==> src/rtl/regfile_sequencer.sv <==
// regfile_sequencer: queued command sequencer driving register-file reads, ALU op/shift and write-back. Ports: clk, rst_n (async low), cmd_* in / cmd_ready out, read1/read2/alu_op/alu_shft out, alu_result/alu_ovf in, wrt_en/wrt_add/wrt_data out, busy, done and done_* status out.
module regfile_sequencer #(
  parameter int FIFO_DEPTH = 2,
  parameter bit PROTECT_R0 = 1'b1,
  parameter bit OVF_BLOCK  = 1'b1
) (
  input  logic        clk,
  input  logic        rst_n,
  input  logic        cmd_valid,
  output logic        cmd_ready,
  input  logic [3:0]  cmd_op,
  input  logic        cmd_imm_sel,
  input  logic [4:0]  cmd_rs,
  input  logic [4:0]  cmd_rt,
  input  logic [4:0]  cmd_rd,
  input  logic [4:0]  cmd_shft,
  input  logic [31:0] cmd_imm,
  output logic [4:0]  read1,
  output logic [4:0]  read2,
  output logic [3:0]  alu_op,
  output logic [4:0]  alu_shft,
  input  logic [31:0] alu_result,
  input  logic        alu_ovf,
  output logic        wrt_en,
  output logic [4:0]  wrt_add,
  output logic [31:0] wrt_data,
  output logic        busy,
  output logic        done,
  output logic [4:0]  done_rd,
  output logic [31:0] done_result,
  output logic        done_ovf,
  output logic        done_wrote,
  output logic        done_err
);
  localparam int AW = $clog2(FIFO_DEPTH);
  typedef struct packed {
    logic [3:0]  op;
    logic        imm_sel;
    logic [4:0]  rs;
    logic [4:0]  rt;
    logic [4:0]  rd;
    logic [4:0]  shft;
    logic [31:0] imm;
  } cmd_t;
  typedef enum logic [1:0] {IDLE, ISSUE, WRITE} state_t;
  state_t      state, state_nx;
  cmd_t        mem [FIFO_DEPTH];
  cmd_t        head;
  logic [AW:0] wp, rp;
  logic [1:0]  rst_sync;
  logic        srst_n, empty, full, push, pop, wrt_ok;
  logic        imm_sel_q, err_q, ovf_q;
  logic [4:0]  rd_q;
  logic [31:0] imm_q, res_q;
  always_ff @(posedge clk or negedge rst_n)
    if (!rst_n) rst_sync <= '0;
    else rst_sync <= {rst_sync[0], 1'b1};
  assign srst_n    = rst_sync[1];
  assign empty     = wp == rp;
  assign full      = (wp[AW] != rp[AW]) && (wp[AW-1:0] == rp[AW-1:0]);
  assign cmd_ready = !full;
  assign push      = cmd_valid && !full;
  assign head      = mem[rp[AW-1:0]];
  always_comb begin
    state_nx = state == ISSUE ? WRITE : (!empty ? ISSUE : IDLE);
    pop      = state_nx == ISSUE;
  end
  always_ff @(posedge clk)
    if (push) mem[wp[AW-1:0]] <= '{cmd_op, cmd_imm_sel, cmd_rs, cmd_rt, cmd_rd, cmd_shft, cmd_imm};
  always_ff @(posedge clk or negedge srst_n)
    if (!srst_n) begin
      state     <= IDLE;
      wp        <= '0;
      rp        <= '0;
      read1     <= '0;
      read2     <= '0;
      alu_op    <= '0;
      alu_shft  <= '0;
      rd_q      <= '0;
      imm_sel_q <= 1'b0;
      imm_q     <= '0;
      err_q     <= 1'b0;
      res_q     <= '0;
      ovf_q     <= 1'b0;
    end else begin
      state <= state_nx;
      if (push) wp <= wp + 1'b1;
      if (pop) begin
        rp        <= rp + 1'b1;
        read1     <= head.rs;
        read2     <= head.rt;
        alu_op    <= head.op;
        alu_shft  <= head.shft;
        rd_q      <= head.rd;
        imm_sel_q <= head.imm_sel;
        imm_q     <= head.imm;
        err_q     <= !head.imm_sel && head.op > 4'd8;
      end
      if (state == ISSUE) begin
        res_q <= imm_sel_q ? imm_q : alu_result;
        ovf_q <= alu_op <= 4'd1 && !imm_sel_q && (alu_ovf === 1'b1);
      end
    end
  assign wrt_ok      = !((PROTECT_R0 && rd_q == 5'd0) || (OVF_BLOCK && ovf_q) || err_q);
  assign done        = state == WRITE;
  assign wrt_en      = done && wrt_ok;
  assign wrt_add     = done ? rd_q : '0;
  assign wrt_data    = done ? res_q : '0;
  assign busy        = state != IDLE || !empty;
  assign done_rd     = done ? rd_q : '0;
  assign done_result = done ? res_q : '0;
  assign done_ovf    = done && ovf_q;
  assign done_wrote  = wrt_en;
  assign done_err    = done && err_q;
endmodule
==> config.mk <==
export PLATFORM = sky130hd
export DESIGN_NAME = regfile_sequencer
export DESIGN_NICKNAME = d
export VERILOG_FILES = /design/src/rtl/regfile_sequencer.sv
export SDC_FILE = /design/constraint.sdc
export NUM_CORES = 1
export LEC_CHECK = 0
export ABC_AREA = 1
export BUFFER_PORTS_ARGS = -buffer_cell sky130_fd_sc_hd__buf_2
export CAP_MARGIN = 40
export CORE_AREA = 2 2 149 114
export CTS_CLUSTER_DIAMETER = 80
export DETAILED_ROUTE_END_ITERATION = 8
export DIE_AREA = 0 0 151 116
export PLACE_DENSITY = 0.77
export SLEW_MARGIN = 20
export SYNTH_ARGS = -nofsm -noshare
export SYNTH_HDL_FRONTEND = slang
export SYNTH_SLANG_ARGS = --single-unit
==> constraint.sdc <==
create_clock -name clk -period 3.85 [get_ports clk]
set_input_delay 0.5775 -clock clk [delete_from_list [all_inputs] [get_ports clk]]
set_output_delay 0.5775 -clock clk [all_outputs]
set_load 0.1 [all_outputs]
==> impl_metrics.csv, run 1 <==
group,metric,value,unit
run_status,run_status,"complete, no violations",
synthesis,syn_inst,698,
clock_tree,cts_max_level,1,
clock_tree,cts_tree,"built",
timing,fmax,350,MHz
placed_design,gp_congestion,0.789,
synthesis,synth_compound_area_share,8.01,%
critical_path,cp.required,3270,ps
clock_tree,clockBufferDepth,3,
drt,route.vias.total,5485,
timing,setup_viol,0,
critical_path,arrival,2280,ps
clock_tree,postCtsSetupRepairBufs,0,
synthesis,synth_fa_ha_area_share,0,%
final_layout,seq_area,5910,µm²
drt,avgRoutedWirePerCell,16.2,µm
synthesis,muxShareOfSynthArea,6.11,%
drt,drc,0,
final_layout,syn2layout_area_growth,19.6,%
job,max_cap_viol_count,0,
placed_design,dpl_cell_area,9470,µm²
synthesis,synth_most_common_cell,"edfxtp_1",
synthesis,synth_top_family_by_area,"buffers and inverters",
timing,tightest_slew,703,ps
floorplanning,coreArea,15900,µm²
synthesis,syn_nets,791,
critical_path,crit_path_max_fanout,22,
floorplanning,fp.dieW,151,µm
critical_path,crit_type,"reg2out",
global_routing,grt_max_degree,76,
placed_design,portBuffers,192,
timing,finalMaxSlewViolations,0,
drt,via_per_inst,5.10,
global_routing,grt_pass1_vias,5349,
global_routing,grt_pass1_wl,27.1,mm
clock_tree,hold_buffers,1,
timing,holdWs,280,ps
floorplanning,initial_core_util,53.5,%
clock_tree,numCtsBuffers,21,
floorplanning,dieArea,17500,µm²
global_routing,grt_use_total,20.3,%
drt,ant_nets,0,
synthesis,seq_area_frac_synth,69.3,%
timing,skew,12.7,ps
synthesis,synth-simple-area-share,7.87,%
synthesis,synthXorXnorAreaFrac,0.309,%
clock_tree,path_clk_slew,60,ps
drt,wirelength,17.4,mm
synthesis,synth.top_cell.area_share,40.2,%
final_layout,design_area,10200,µm²
placed_design,hpwl,11.3,mm
synthesis,synthTopCellsByCount,"edfxtp_1 (114), dfrtp_1 (99), nand2_1 (83)",
synthesis,synth.area.top_cells,"edfxtp_1 (40%), dfrtp_1 (29%), mux2i_1 (6.1%), o21ai_0 (4.6%), nand2_1 (3.7%)",
final_layout,drive_gt1_share,32.9,%
floorplanning,io_pins,193,
global_routing,grt_overflow_total,0,
floorplanning,fp.dieH,116,µm
synthesis,ys.flop_type,"edfxtp_1",
synthesis,async_flop_share,46.5,%
timing,rsz0062_at_grt,"no",
timing,slew_headroom,53.1,%
timing,fin_crit_sh,74.3,%
timing,fin_setup_tns,0,ps
synthesis,synth-edff-count,114,
synthesis,ys_warn_count,0,
synthesis,synth_area_per_cell,12.2,µm²
timing,hold_viol_final,0,
worst_hold_path,hp-class,"in2reg",
clock_tree,cts.sinks,213,
synthesis,yosys.area.top_type,"edfxtp_1",
final_layout,final_nets,944,
clock_tree,root_buffer,"clkbuf_16",
synthesis,syn-cell-area,8520,µm²
drt,drt_iter0_markers,281,
timing,period_needed,2860,ps
critical_path,endpoint_kind,"output port",
clock_tree,clk_latency,480,ps
global_routing,antenna_found_initial,2,
critical_path,startpoint_type,"register",
synthesis,synth-seq-cells,213,
synthesis,synth_cell_type_count,26,
final_layout,multiInputGateArea,2010,µm²
clock_tree,cts_resized,0,
floorplanning,num_rows,40,
drt,drt_pass1_iterations,4,
final_layout,n_fill_cell,1236,
==> path summary, 6_finish.rpt <==
check	slack (ps)	endpoint	startpoint	depth (start not counted)
worst max-delay path	990	wrt_data[13]	state[1]	6
worst min-delay path	280	mem[1][42]	cmd_rt[0]	1
worst max register to register	1680	mem[1][24]	rp[0]	7
worst min register to register	300	imm_q[12]	rst_sync[1]	0
max in group asynchronous	2690	res_q[18]	rst_sync[1]	1
min in group asynchronous	300	imm_q[12]	rst_sync[1]	0
==> state kept, by name (all words and copies together), names as in the netlist, 4 cells and up <==
register  flops
imm_q        32
read2         5
alu_shft      5
alu_op        4
res_q        32
mem         114
read1         5
rd_q          5
==> cell families after synthesis <==
family / Yosys count
AO/OA/AOI/OAI: 126
other: 1
XOR/XNOR: 3
AND/OR/NAND/NOR: 171
buffers and inverters: 132
multiplexers: 52
flip-flops: 213
==> critical path, cell delays in order, from the launching register on <==
cell and delay, ps:
dfrtp_1 400, inv_1 100, nor2_2 50, inv_2 400, buf_4 450, nor2_2 90
buf_2 310
==> placed cells by master (no fill, tap or decap), types with 3 or more instances in the layout <==
master	Yosys	final
buf_2	13	192
buf_4	40	10
bufinv_16	0	3
clkbuf_1	12	6
clkbuf_16	0	21
clkbuf_8	0	4
dfrtp_1	99	97
edfxtp_1	114	114
inv_1	57	54
inv_2	0	3
mux2i_1	52	52
nand2_1	83	83
nand2_2	3	3
nand3_1	5	5
nor2_1	75	35
nor2_2	0	38
o21ai_0	78	78
o21ai_1	13	13
o21ai_2	3	3
o22ai_1	32	32
==> metrics by stage <==
stage / setup WS, ps / std cells / utilization, %
2_1_floorplan: 269 / 698 / -
3_5_place_dp: 1470 / 1037 / 59.5
3_3_place_gp: 1510 / 1036 / 59.3
6_report: 989 / 1076 / 64.0
5_1_grt: 872 / 1075 / 64.0
4_1_cts: 951 / 1075 / 64.0
==> layer usage <==
metal  up-vias  share of wire, %  global-route usage (%)
met2       172                47                    33.9
met4         2               1.3                    4.05
li1       2648                 -                       -
met3        23               8.3                    5.91
met1      2640                43                    26.9
met5         -             0.075                       0
==> layout make-up <==
class / instances / share of cell area [%]
Sequential cell: 213 / 58.0
Multi-Input combinational cell: 353 / 19.8
Timing Repair Buffer: 204 / 10.5
Clock buffer: 31 / 5.92
Tap cell: 210 / 2.58
Inverter: 58 / 2.16
Clock inverter: 6 / 1.01
Antenna cell: 1 / 0.0246
Power of run 1 is not shown: default switching activity piles up to over one toggle a cycle in this logic, so the estimate is an artifact.
==> run 2: changes to the inputs <==
Settings changed: CORE_AREA 2 2 149 114 to 2 2 156 120, DIE_AREA 0 0 151 116 to 0 0 158 122, PLACE_DENSITY 0.77 to 0.73.
Clock period 3.85 ns to 2.55 ns, I/O delays scaled along.
==> run 2 against run 1 <==
Net effect: hold slack worse by 210 ps; clock-buffer cell count down 2; sequential share of layout area down 2.1 points; wire length down 1.3%.
==> impl_metrics.csv, run 2 (synthesized netlist as in run 1, its figures left out) <==
group,metric,value,unit
critical_path,endpoint_kind,"output port",
timing,slew_headroom,60.1,%
clock_tree,clk_latency,500,ps
critical_path,crit_chain,"inv_1 -> nor2_4 -> inv_4 -> buf_4 -> nor2_4 -> buf_2",
drt,route.vias.total,5448,
drt,ant_nets,0,
drt,via_per_inst,4.83,
drt,drt_iter0_markers,278,
critical_path,cp.required,2170,ps
floorplanning,coreArea,18000,µm²
floorplanning,initial_core_util,47.4,%
placed_design,gp_congestion,0.728,
drt,avgRoutedWirePerCell,15.3,µm
critical_path,crit_type,"reg2out",
final_layout,n_fill_cell,1518,
critical_path,arrival,2100,ps
drt,wirelength,17.2,mm
clock_tree,cts.sinks,213,
final_layout,final_cell_mix,"buf_2 (181), edfxtp_1 (114), dfrtp_1 (97)",
clock_tree,path_clk_slew,60,ps
placed_design,pre_cts_ws,583,ps
floorplanning,dieArea,19300,µm²
final_layout,final_nets,954,
global_routing,grt_pass1_vias,5204,
worst_hold_path,hp-class,"in2reg",
critical_path,cpPeakStageDelay,420,ps
clock_tree,root_buffer,"clkbuf_16",
drt,drt_pass1_iterations,5,
timing,setup_viol,0,
final_layout,layout_commonest_cell,"buf_2",
clock_tree,clockBufferDepth,3,
final_layout,syn2layout_area_growth,24.2,%
timing,fmax,404,MHz
timing,skew,12.3,ps
global_routing,grt_max_degree,46,
placed_design,dpl_cell_area,9830,µm²
timing,setup_ws,72.3,ps
clock_tree,numCtsBuffers,22,
timing,tightest_slew,599,ps
run_status,run_status,"complete, no violations",
critical_path,cpMostUsedCell,"nor2_4",
global_routing,grt_use_total,17.9,%
global_routing,busiest_layer,"met2",
global_routing,met1_usage,23.5,%
clock_tree,cts_max_level,1,
final_layout,design_area,10600,µm²
critical_path,crit_path_max_fanout,16,
floorplanning,num_rows,43,
global_routing,antenna_found_initial,4,
timing,finalMaxSlewViolations,0,
timing,rsz0062_at_grt,"yes",
timing,fin_crit_sh,97.2,%
global_routing,grt_use_met2,29.5,%
timing,period_needed,2480,ps
final_layout,largest_reg_flops,114,
drt,drc,0,
timing,fin_setup_tns,0,ps
global_routing,grt_pass1_wl,26.5,mm
placed_design,hpwl,11.6,mm
final_layout,drive_gt1_share,34.2,%
job,max_cap_viol_count,0,
floorplanning,io_pins,193,
placed_design,portBuffers,192,
critical_path,startpoint_type,"register",
floorplanning,fp.dieH,122,µm
critical_path,crit_path_top_delay_cell,"buf_2",
global_routing,grt_use_met3,5.37,%
floorplanning,fp.dieW,158,µm
timing,hold_viol_final,0,
clock_tree,cts_tree,"built",
global_routing,grt_overflow_total,0,
critical_path,r2r_setup_slack,720,ps
run 2: cell types whose count changed in the layout (fill, tap and decap cells not counted), moves of 3 or more:
| cell | change |
|---|---|
| buf_4 | +6 |
| buf_12 | +4 |
| clkbuf_8 | -3 |
| nor2_4 | +38 |
| clkinv_2 | +3 |
| clkbuf_4 | +11 |
| buf_2 | -11 |
| nor2_2 | -36 |
run 2: path summary, 6_finish.rpt:
| kind | from | end | cells after the start |
|---|---|---|---|
| setup / recovery | state[1] | done_result[12] | 6 |
| hold reg to reg | rst_sync[1] | res_q[7] | 0 |
| min in group asynchronous | rst_n | rst_sync[0] | 2 |
| setup reg to reg | rp[0] | mem[0][23] | 6 |
| hold / removal | cmd_rd[0] | mem[1][37] | 1 |
| max in group asynchronous | rst_sync[1] | res_q[23] | 1 |
run 2: layout make-up:
type / instances / area [µm²] / share of cell area [%]
well taps: 247 / 309 / 2.92
diodes: 3 / 7.51 / 0.0710
inverters: 58 / 226 / 2.14
clock inverters: 11 / 120 / 1.14
repair buffers: 213 / 1200 / 11.3
multi-input cells: 353 / 2220 / 21.0
flip-flops and latches: 213 / 5910 / 55.9
clock buffers: 29 / 587 / 5.55
run 2: critical path: cells and delay by family (launching register included):
kind | cells | cell delay (ps)
DFF | 1 | 390
buffers and inverters | 4 | 930
and+or+nand+nor | 2 | 250
run 2: repair_timing:
item | in CTS | in global routing
endpoints found under the setup margin | 0 | 13
resized for setup | 0 | 11
hold buffers | 1 | 0
hold endpoints to repair | 2 | 0
buffers inserted | 0 | 0
run 2: metrics by stage:
stage	utilization (%)	hold WS [ps]	instances
3_3_place_gp	54.7	172	1083
4_1_cts	58.7	43.5	1124
3_5_place_dp	54.7	176	1083
2_1_floorplan	-	86.9	698
5_1_grt	58.8	45.7	1124
6_report	58.9	66.6	1127
run 2: metal layers:
layer	vias up	share of wire, %	wire length [µm]
met5	-	0.070	12
met4	2	1.9	320
met3	24	7.7	1320
met2	162	47	8150
met1	2580	43	7400
li1	2680	-	-
Power of run 2 is left out for the same reason.
